File: src/rtl/mux7_rr.sv
// Seven-to-one round-robin gatherer: merges seven channels into one tagged output stream.
// Latency: 1 cycle from input acceptance to out/out_valid; one word per cycle sustained.
// Backpressure: in_ready is held low while the output register is full and out_ready is low.
//
// Optional feature macro: FIXED_PRIO_EN
//   defined   -> fixed priority, channel 0 highest; the round-robin pointer is removed
//   undefined -> round-robin arbitration starting from rr_ptr (default)
//
// Ports:
//   clk        : single clock, rising edge
//   rst        : synchronous reset, active-high
//   in0..in6   : channel data words (W bits)
//   in_valid   : per-channel request
//   in_ready   : per-channel accept, one-hot or zero
//   out        : registered output word
//   out_sel    : channel index of the word in out (0..6)
//   out_valid  : out/out_sel hold a valid word
//   out_ready  : downstream accepts out this cycle
module mux7_rr #(
    parameter int W   = 13,
    parameter int NCH = 7
) (
    input  logic           clk,
    input  logic           rst,
    input  logic [W-1:0]   in0,
    input  logic [W-1:0]   in1,
    input  logic [W-1:0]   in2,
    input  logic [W-1:0]   in3,
    input  logic [W-1:0]   in4,
    input  logic [W-1:0]   in5,
    input  logic [W-1:0]   in6,
    input  logic [NCH-1:0] in_valid,
    output logic [NCH-1:0] in_ready,
    output logic [W-1:0]   out,
    output logic [2:0]     out_sel,
    output logic           out_valid,
    input  logic           out_ready
);

    // Entry 7 is padding so a 3-bit index never leaves the array.
    logic [W-1:0] in_dat [8];

    assign in_dat[0] = in0;
    assign in_dat[1] = in1;
    assign in_dat[2] = in2;
    assign in_dat[3] = in3;
    assign in_dat[4] = in4;
    assign in_dat[5] = in5;
    assign in_dat[6] = in6;
    assign in_dat[7] = '0;

    logic [W-1:0] out_q,       out_d;
    logic [2:0]   out_sel_q,   out_sel_d;
    logic         out_valid_q, out_valid_d;

    logic [2:0]   search_start;
    logic [3:0]   idx;
    logic         gnt_vld;
    logic [2:0]   gnt_idx;
    logic         load_en;
    logic         xfer;

    // The output register can take a word when empty or while it drains.
    assign load_en = !out_valid_q || out_ready;
    assign xfer    = !rst && gnt_vld && load_en;

`ifdef FIXED_PRIO_EN
    assign search_start = 3'd0;
`else
    logic [2:0] rr_ptr_q, rr_ptr_d;

    assign search_start = rr_ptr_q;

    // Pointer moves just past the granted channel, wrapping 6 -> 0.
    always_comb begin
        rr_ptr_d = rr_ptr_q;
        if (xfer) begin
            rr_ptr_d = (gnt_idx == 3'(NCH - 1)) ? 3'd0 : gnt_idx + 3'd1;
        end
    end

    always_ff @(posedge clk) begin
        if (rst) begin
            rr_ptr_q <= 3'd0;
        end else begin
            rr_ptr_q <= rr_ptr_d;
        end
    end
`endif

    // Search upward from search_start with wrap; the first requester wins.
    always_comb begin
        gnt_vld = 1'b0;
        gnt_idx = 3'd0;
        idx     = 4'd0;
        for (int k = 0; k < NCH; k++) begin
            idx = {1'b0, search_start} + k[3:0];
            if (idx >= 4'(NCH)) begin
                idx = idx - 4'(NCH);
            end
            if (!gnt_vld && in_valid[idx[2:0]]) begin
                gnt_vld = 1'b1;
                gnt_idx = idx[2:0];
            end
        end
    end

    always_comb begin
        in_ready = '0;
        if (xfer) begin
            in_ready[gnt_idx] = 1'b1;
        end
    end

    // EMPTY/FULL is carried by out_valid; a drain with no new word empties it,
    // a stall holds everything.
    always_comb begin
        out_d       = out_q;
        out_sel_d   = out_sel_q;
        out_valid_d = out_valid_q;
        if (xfer) begin
            out_d       = in_dat[gnt_idx];
            out_sel_d   = gnt_idx;
            out_valid_d = 1'b1;
        end else if (out_ready) begin
            out_valid_d = 1'b0;
        end
    end

    always_ff @(posedge clk) begin
        if (rst) begin
            out_q       <= '0;
            out_sel_q   <= 3'd0;
            out_valid_q <= 1'b0;
        end else begin
            out_q       <= out_d;
            out_sel_q   <= out_sel_d;
            out_valid_q <= out_valid_d;
        end
    end

    assign out       = out_q;
    assign out_sel   = out_sel_q;
    assign out_valid = out_valid_q;

endmodule
File: config.mk
export PLATFORM = sky130hd
export DESIGN_NAME = mux7_rr
export DESIGN_NICKNAME = d
export VERILOG_FILES = /design/src/rtl/mux7_rr.sv
export SDC_FILE = /design/constraint.sdc
export NUM_CORES = 1
export LEC_CHECK = 0
export BUFFER_PORTS_ARGS = -buffer_cell sky130_fd_sc_hd__buf_2
export CORE_AREA = 2 2 83 85
export DETAILED_ROUTE_END_ITERATION = 7
export DIE_AREA = 0 0 85 87
export HOLD_SLACK_MARGIN = 0.06
export PLACE_DENSITY = 0.95
export SYNTH_ARGS = -nofsm -noshare
export SYNTH_HDL_FRONTEND = slang
export SYNTH_SLANG_ARGS = --single-unit
File: constraint.sdc
create_clock -name clk -period 11 [get_ports clk]
set_input_delay 0.55 -clock clk [delete_from_list [all_inputs] [get_ports clk]]
set_output_delay 0.55 -clock clk [all_outputs]
set_load 0.005 [all_outputs]
==> results of run 1 <==
[area by class of cell]
class / instances / share of cell area [%]
Timing Repair Buffer: 130 / 16.4
Clock buffer: 3 / 1.02
Multi-Input combinational cell: 332 / 67.7
Inverter: 28 / 2.58
Sequential cell: 20 / 9.84
Tap cell: 80 / 2.46
[worst max-delay path: cells and delay by family, from the launching register on]
kind / cells / cell delay [ns]
adder cells (fa/ha/maj): 1 / 0.81
AND/OR/NAND/NOR: 5 / 1.37
buffers and inverters: 2 / 0.41
AO/OA/AOI/OAI: 4 / 1.59
flip-flops: 1 / 0.70
[state kept, by name, indices dropped and copies added (netlist names)]
name / count
out: 13
out_sel: 3
out_valid: 1
rr_ptr_q: 3
[cells by family (layout without fill, tap and decap cells)]
| family | count (synthesis) | count (layout) | share of synthesized area, % |
|---|---|---|---|
| compound gates | 134 | 134 | 32.7 |
| simple gates | 124 | 124 | 22.2 |
| buf+inv | 70 | 161 | 10.0 |
| mux | 56 | 56 | 17.5 |
| flops | 20 | 20 | 11.4 |
| fa+ha+maj | 13 | 13 | 4.86 |
| xor+xnor | 5 | 5 | 1.25 |
[cells in the mapped netlist, types with 3 or more instances]
master,n
a2111oi_0,3
a211o_1,3
a21oi_1,17
a222oi_1,13
a2bb2oi_1,5
a311oi_1,5
a31oi_1,11
a32oi_1,8
and2_1,11
and3_1,3
buf_2,13
buf_4,9
buf_6,5
clkbuf_1,14
dfxtp_1,20
ha_1,12
inv_1,27
mux2_2,28
mux2i_1,25
nand2_1,21
nand2b_1,13
nand3_1,5
nand3b_1,4
nand4_1,3
nor2_1,15
nor2b_1,4
nor3_1,7
nor3b_1,4
nor4bb_1,3
o211ai_1,3
o21a_1,6
o21ai_0,11
o221ai_2,9
o22ai_1,3
or2_2,8
or3_1,4
xnor2_1,4
[worst min path at each step]
stage | start | end | slack [ns] | cells past startpoint
finish | out_sel[0] | out_sel[0] | 0.47 | 2
global route | out_sel[2] | out_sel[2] | 0.51 | 2
CTS | out_sel[0] | out_sel[0] | 0.47 | 2
detailed placement | out_sel[0] | out_sel[0] | 0.46 | 2
global placement | out_sel[0] | out_sel[0] | 0.45 | 2
floorplan | out_sel[0] | out_sel[0] | 0.45 | 2
[power by group through the flow]
stage               Combinational (mW)  Sequential, mW  Clock, mW
finish                            1.49           0.123     0.0469
global route                      1.61           0.124     0.0500
CTS                               1.47           0.122     0.0470
detailed placement                1.46           0.124          0
global placement                  1.43           0.122          0
floorplan                         1.22           0.118          0
[per-stage QoR]
step | hold slack (ns) | util [%] | std cells | worst slack [ns]
4_1_cts | 0.473 | 61.9 | 593 | 5.32
5_1_grt | 0.511 | 61.9 | 593 | 4.91
3_5_place_dp | 0.458 | 61.3 | 590 | 5.61
2_1_floorplan | 0.449 | - | 422 | 6.55
3_3_place_gp | 0.454 | 61.3 | 590 | 5.75
6_report | 0.474 | 61.9 | 593 | 5.28
[routing by layer]
metal | up-vias | share of wire [%] | global-route usage [%]
met5 | - | 0 | 0
met4 | 0 | 3.1 | 9.81
met3 | 40 | 7.5 | 3.32
met2 | 236 | 50 | 50.5
met1 | 1820 | 40 | 34.9
li1 | 1809 | - | -
==> impl_metrics.toml, run 1 <==
[status]
status = "finished clean"

[route]
drc = 0
vias = 3905
first_pass_iters = 5
wl_per_cell_um = 18.2
drtAntennaViolNets = 0
routed_via_density = 6.59
drtIter0Drc = 368
routed_wl_mm = 10.8

[layout]
layout_commonest_cell = "buf_2"
fill_cells = 545
antennaDiodeCount = 0
fin_area_um2 = 4070
drive_gt1_share_pct = 38.8
area_growth_pct = 16.1
mostFrequentLayoutCells = "124 x buf_2, 28 x mux2_2, 27 x inv_1"
final_nets = 629
layout.area.seq_um2 = 400
multi_input_area_um2 = 2760

[synthesis]
netlist_instances = 422
synth-edff-count = 0
yosys.cell_types.count = 89
syn_nets = 536
netlist.area_leader.share_pct = 11.4
synth-async-reset-ratio_pct = 0
ys_ff_latch = 20
synth_top_area_cell = "dfxtp_1"
synthTopCellsByArea = "dfxtp_1 11%, mux2_2 9.0%, mux2i_1 7.1%"
avgSynthCellArea_um2 = 8.30
yosysSeqAreaShare_pct = 11.4
ys.flop_type = "dfxtp_1"
yosysWarnings = 0
synth_area_um2 = 3500

[floorplan]
placementRows = 30
io_pins = 125
start_util_pct = 53.3
dieArea_um2 = 7400
die_x_um = 85
core_um2 = 6570
die_height_um = 87

[setup_path]
crit_arrival_ns = 5.17
path_class = "reg -> out"
critPathMaxFanout = 22
cp-startpoint = "rr_ptr_q[2]"
ff2ff_path_depth = 12
endpoint_kind = "output port"
r2r_end = "out[10]"
critPathMaxStageDelay_ns = 0.81
slowest_stage = "fa_1"
worstPathRequired_ns = 10.45
start_kind = "flip-flop"
crit_chain = "inv_1 -> fa_1 -> nor2b_1 -> a2111oi_0 -> a31oi_1 -> a41o_1 -> nand4bb_4 -> nor2_1 -> a22o_1 -> and3_1 -> and2_1 -> buf_2"
r2r_setup_slack_ns = 5.93
crit_end = "in_ready[2]"
r2r_start = "rr_ptr_q[2]"

[power_and_ir_drop]
combPwrFrac_pct = 89.8
pwr-share-seq_pct = 7.4
clkPwrFrac_pct = 2.8
power_switching_mw = 0.868
switching_share_pct = 52.4
power_density_nw_per_um2 = 408
p_leak_nw = 1.80
internal_power_mw = 0.790
ir_worst_vdd_mv = 0.343
p_total_mw = 1.66

[grt]
first_global_vias = 3685
overflow = 0
antenna_found_initial = 0
grt_max_degree = 51
grt_util_all_layers_pct = 28.2
grt_pass1_wl_mm = 17.3

[timing]
setup_tns_ns = 0
finalSetupViolations = 0
grt_setup_unrepaired = "false"
finalHoldViolCount = 0
drv_slew = 0
skew_ns = 0.000636
worst_slew_pin_slew_ns = 1.04
relSlewSlack_pct = 30.5
fin_crit_sh_pct = 52.0
period_needed_ns = 5.72
max_freq_mhz = 175

[place]
place_area_um2 = 4030
io_buffers = 124
routabilityCongestion = 0.944
hpwl_mm = 8.11

[run]
cap_viol_max_count = 0

[clock_network]
clock_path_buffers = 2
cts_setup_buffers = 0
cts_resized = 0
clkTransAtPathRegs_ns = 0.07
htreeDepth = 1
cts_tree = "done"
root_buffer = "clkbuf_8"
cts_sinks = 20
cts_buffers = 3
hold_buffers = 0
clk_latency_ns = 0.26

[min_path]
min_path_type = "reg -> reg"
Power figures use the tool's default switching activity.
==> inputs of run 2 (changes only) <==
--- a/config.mk
+++ b/config.mk
@@ -6,11 +6,11 @@
 export NUM_CORES = 1
 export LEC_CHECK = 0
 export BUFFER_PORTS_ARGS = -buffer_cell sky130_fd_sc_hd__buf_2
-export CORE_AREA = 2 2 83 85
+export CORE_AREA = 2 2 86 88
 export DETAILED_ROUTE_END_ITERATION = 7
-export DIE_AREA = 0 0 85 87
+export DIE_AREA = 0 0 88 90
 export HOLD_SLACK_MARGIN = 0.06
-export PLACE_DENSITY = 0.95
+export PLACE_DENSITY = 0.91
 export SYNTH_ARGS = -nofsm -noshare
 export SYNTH_HDL_FRONTEND = slang
 export SYNTH_SLANG_ARGS = --single-unit
==> constraint.sdc (replaced) <==
create_clock -name clk -period 5.28 [get_ports clk]
set_input_delay 0.264 -clock clk [delete_from_list [all_inputs] [get_ports clk]]
set_output_delay 0.264 -clock clk [all_outputs]
set_load 0.005 [all_outputs]
==> run 2 against run 1 <==
Effect of this change: via count increased by 2.4%; sequential share of layout area decreased by 0.40 points; setup slack got worse by 4.9 ns; die area increased by 7.1%; sequential power increased by 100%; global-route usage decreased by 0.34 points; clock skew increased by 0.0068 ns; clock power increased to 3.4 times the previous value; worst hold slack got worse by 0.23 ns; first-iteration DRC count decreased by 18%; core utilization decreased by 1.5 points; total power increased by 130%; critical endpoint is now in_ready[5]; highest routed layer unchanged.
==> impl_metrics.toml, run 2 (synthesized netlist as in run 1, its figures left out) <==
[timing]
max_freq_mhz = 202
finalHoldViolCount = 0
finalSetupViolations = 0
relSlewSlack_pct = 47.8
grt_setup_unrepaired = "false"
drv_slew = 0
fin_crit_sh_pct = 93.6
setup_tns_ns = 0
worst_slew_pin_slew_ns = 0.782
setup_ws_ns = 0.339
skew_ns = 0.00748
period_needed_ns = 4.94
fin_hold_ws_ns = 0.248

[min_path]
hold_depth = 3
min_path_type = "in -> reg"

[layout]
final_nets = 643
drive_gt1_share_pct = 40.5
layout.area.seq_um2 = 400
layout_commonest_cell = "buf_2"
fill_cells = 606
mostFrequentLayoutCells = "124 x buf_2, 28 x mux2_2, 27 x inv_1"
post-route-util_pct = 60.4
fin_area_um2 = 4240
multi_input_area_um2 = 2760
stdcell_count = 627
area_growth_pct = 21.0
antennaDiodeCount = 0
largest_reg_flops = 13

[route]
first_pass_iters = 5
vias = 4000
routed_via_density = 6.38
drtAntennaViolNets = 0
wl_per_cell_um = 18.3
drc = 0
drtIter0Drc = 301
routed_wl_mm = 11.4

[floorplan]
dieArea_um2 = 7920
start_util_pct = 49.9
io_pins = 125
die_height_um = 90
core_um2 = 7020
die_x_um = 88
placementRows = 31

[power_and_ir_drop]
power_density_nw_per_um2 = 887
p_total_mw = 3.76
power_switching_mw = 1.91
combPwrFrac_pct = 89.1
pwr-share-seq_pct = 6.7
p_leak_nw = 1.89
ir_worst_vdd_mv = 0.634
switching_share_pct = 50.8
internal_power_mw = 1.85
clkPwrFrac_pct = 4.3

[clock_network]
clkTransAtPathRegs_ns = 0.08
hold_buffers = 0
root_buffer = "clkbuf_8"
clk_latency_ns = 0.28
cts_setup_buffers = 0
cts_buffers = 3
clock_path_buffers = 2
cts_tree = "done"
cts_sinks = 20
cts_resized = 0
htreeDepth = 1

[grt]
antenna_found_initial = 0
overflow = 0
first_global_vias = 3949
grt_max_degree = 32
grt_pass1_wl_mm = 18.0
grt_util_all_layers_pct = 27.9

[setup_path]
worstPathRequired_ns = 5.02
r2r_setup_slack_ns = 0.58
ff2ff_path_depth = 15
crit_arrival_ns = 4.68
crit_end = "in_ready[5]"
r2r_start = "rr_ptr_q[1]"
start_kind = "flip-flop"
critPathMaxFanout = 13
endpoint_kind = "output port"
r2r_end = "out[2]"
cp-startpoint = "rr_ptr_q[1]"
path_class = "reg -> out"

[place]
place_area_um2 = 4170
dp_slack_ns = 0.633
routabilityCongestion = 0.978
post-place-cells = 623
io_buffers = 124
hpwl_mm = 8.70

[run]
cap_viol_max_count = 0

[status]
status = "finished clean"
## run 2: changes by cell type in the layout (fill, tap and decap cells not counted), sizes merged
| cell | change |
|---|---|
| buf | +14 |
| bufinv | +1 |
## run 2: metal layers
| metal | wire, um | track usage, % | part of all wire, % |
|---|---|---|---|
| met1 | 4250 | 32.6 | 37 |
| met2 | 5680 | 47.9 | 50 |
| met3 | 954 | 3.40 | 8.3 |
| met4 | 569 | 15.6 | 5.0 |
| met5 | 0 | 0 | 0 |
## run 2: power by group through the flow
stage | Sequential [mW] | Combinational, mW | Clock [mW]
2_1_floorplan | 0.246 | 2.55 | 0
3_3_place_gp | 0.251 | 3.16 | 0
3_5_place_dp | 0.252 | 3.27 | 0
4_1_cts | 0.250 | 3.29 | 0.160
5_1_grt | 0.257 | 3.57 | 0.165
6_report | 0.251 | 3.35 | 0.160
## run 2: layout make-up
cell class	count	share of cell area (%)
clock buffer	3	0.974
clock inverter	1	0.708
inverter	28	2.48
multi-input combinational	332	65.0
sequential	20	9.45
tap	99	2.92
timing repair buffer	144	18.5
## run 2: how the worst min path moves through the flow
stage                from    endpoint
6_report           in2[8]      out[8]
5_1_grt           in2[12]     out[12]
4_1_cts            in2[8]      out[8]
3_5_place_dp   out_sel[0]  out_sel[0]
3_3_place_gp   out_sel[1]  out_sel[1]
2_1_floorplan      in2[0]      out[0]
## run 2: worst max-delay path, stage by stage (launching register included)
cell	delay, ns
dfxtp_1	0.36
inv_1	0.28
ha_1	0.24
inv_1	0.06
fa_1	0.73
inv_1	0.18
a211o_1	0.26
a41oi_1	0.27
a41o_1	0.24
nand4bb_4	0.20
nor3_1	0.10
or3b_2	0.61
or3_4	0.44
or2_0	0.25
inv_1	0.06
buf_2	0.11
==> inputs of run 3 (changes only) <==
--- a/config.mk
+++ b/config.mk
@@ -10,7 +10,7 @@
 export DETAILED_ROUTE_END_ITERATION = 7
 export DIE_AREA = 0 0 88 90
 export HOLD_SLACK_MARGIN = 0.06
-export PLACE_DENSITY = 0.91
+export PLACE_DENSITY_LB_ADDON = 0.25
 export SYNTH_ARGS = -nofsm -noshare
 export SYNTH_HDL_FRONTEND = slang
 export SYNTH_SLANG_ARGS = --single-unit
==> run 3 against run 2 <==
Effect of this change: critical endpoint is now in_ready[1]; critical path type unchanged; combinational power fell by 6%; worst hold slack got worse by 0.0086 ns; routed wire length fell by 4.7%; cell area fell by 1.2%; register-to-register slack got worse by 0.11 ns; total power fell by 5.0%; non-clock buffer count fell by 6; clock skew fell by 0.0011 ns; first-iteration DRC count fell by 24%; count of clock-buffer cells in the layout did not move.
==> impl_metrics.toml, run 3 (synthesized netlist as in run 1, its figures left out) <==
[status]
status = "finished clean"

[setup_path]
path_class = "reg -> out"
start_kind = "flip-flop"
crit_end = "in_ready[1]"
r2r_setup_slack_ns = 0.47
r2r_end = "out[6]"
endpoint_kind = "output port"
cp-startpoint = "rr_ptr_q[0]"
ff2ff_path_depth = 15
critPathMaxFanout = 15
r2r_start = "rr_ptr_q[0]"
worstPathRequired_ns = 5.02
crit_arrival_ns = 4.71

[grt]
first_global_vias = 3505
grt_max_degree = 32
grt_util_all_layers_pct = 26.0
antenna_found_initial = 0
grt_pass1_wl_mm = 17.0
overflow = 0

[route]
drtAntennaViolNets = 0
routed_via_density = 6.12
wl_per_cell_um = 17.6
drc = 0
vias = 3800
routed_wl_mm = 10.9
first_pass_iters = 5
drtIter0Drc = 229

[layout]
layout_commonest_cell = "buf_2"
drive_gt1_share_pct = 40.2
mostFrequentLayoutCells = "124 x buf_2, 28 x mux2_2, 27 x inv_1"
final_nets = 637
fin_area_um2 = 4190
area_growth_pct = 19.6
largest_reg_flops = 13
antennaDiodeCount = 0

[power_and_ir_drop]
ir_worst_vdd_mv = 0.456
p_total_mw = 3.57
power_density_nw_per_um2 = 853
p_leak_nw = 1.85

[clock_network]
htreeDepth = 1
cts_buffers = 3
clock_path_buffers = 2
cts_setup_buffers = 0
root_buffer = "clkbuf_8"
clk_latency_ns = 0.27
cts_sinks = 20
clkTransAtPathRegs_ns = 0.09
hold_buffers = 0
cts_tree = "done"

[floorplan]
core_um2 = 7020
die_height_um = 90
placementRows = 31
io_pins = 125
die_x_um = 88
dieArea_um2 = 7920
start_util_pct = 49.9

[timing]
fin_hold_ws_ns = 0.239
worst_slew_pin_slew_ns = 0.550
finalSetupViolations = 0
grt_setup_unrepaired = "false"
finalHoldViolCount = 0
max_freq_mhz = 201
skew_ns = 0.00635
drv_slew = 0
period_needed_ns = 4.97
relSlewSlack_pct = 62.4
setup_ws_ns = 0.308
fin_crit_sh_pct = 94.2
setup_tns_ns = 0

[place]
io_buffers = 124
hpwl_mm = 8.12
dp_slack_ns = 0.504
place_area_um2 = 4110
routabilityCongestion = 0.955

[min_path]
min_path_type = "in -> reg"

[run]
cap_viol_max_count = 0
[run 3: cell types whose count changed in the layout (fill, tap and decap cells not counted)]
cell     before  now
nor3b_2       1    2
buf_12        1    0
buf_4        19   14
and3_2        0    1
nor3b_1       4    3
and3_1        3    2
[run 3: where the power goes]
part           internal (mW)  total, mW  switching, mW
Combinational           1.43       3.16           1.74
Sequential             0.211      0.250         0.0389
Clock                  0.101      0.160         0.0584
[run 3: layout make-up]
cell class / instances / area, um^2
Fill cell: 644 / 2830
Multi-Input combinational cell: 332 / 2760
Timing Repair Buffer: 138 / 726
Sequential cell: 20 / 400
Tap cell: 99 / 124
Inverter: 28 / 105
Clock buffer: 3 / 41.3
Clock inverter: 1 / 30.0
[run 3: stage by stage]
| step | utilization (%) | cells |
|---|---|---|
| after detailed placement | 58.5 | 617 |
| after floorplan | - | 422 |
| after global routing | 59.7 | 621 |
| after CTS | 59.6 | 621 |
| after global placement | 58.5 | 617 |
| final | 59.7 | 621 |
[run 3: worst min-delay path by stage]
| stage | cells past startpoint | slack (ns) | to | startpoint |
|---|---|---|---|---|
| 6_report | 3 | 0.24 | out[7] | in2[7] |
| 5_1_grt | 3 | 0.26 | out[9] | in2[9] |
| 4_1_cts | 3 | 0.24 | out[7] | in2[7] |
| 3_5_place_dp | 2 | 0.45 | out_sel[2] | out_sel[2] |
| 3_3_place_gp | 2 | 0.47 | out_sel[0] | out_sel[0] |
| 2_1_floorplan | 2 | 0.43 | out[0] | in2[0] |
[run 3: routing by layer]
layer	global-route usage (%)	up-vias	wire length, um	part of all wire [%]
li1	-	1830	-	-
met1	35.8	1831	4860	45
met2	44.3	125	5450	50
met3	2.48	14	469	4.3
met4	4.23	0	128	1.2
met5	0	-	0	0
[run 3: what timing repair did]
action	in CTS	in global routing
endpoints found under the hold margin	0	0
gates resized for setup	0	2
endpoints found under the setup margin	0	2
[run 3: worst max-delay path: stages, from the launching register on]
cell	delay (ns)
dfxtp_1	0.63
ha_1	0.32
inv_1	0.08
ha_1	0.48
nand2b_1	0.20
a21oi_1	0.15
or2_1	0.30
o32ai_1	0.45
or4_1	0.23
nor3_1	0.08
or3b_2	0.60
buf_4	0.23
nor3b_2	0.19
buf_4	0.24
and2_1	0.15
buf_2	0.11
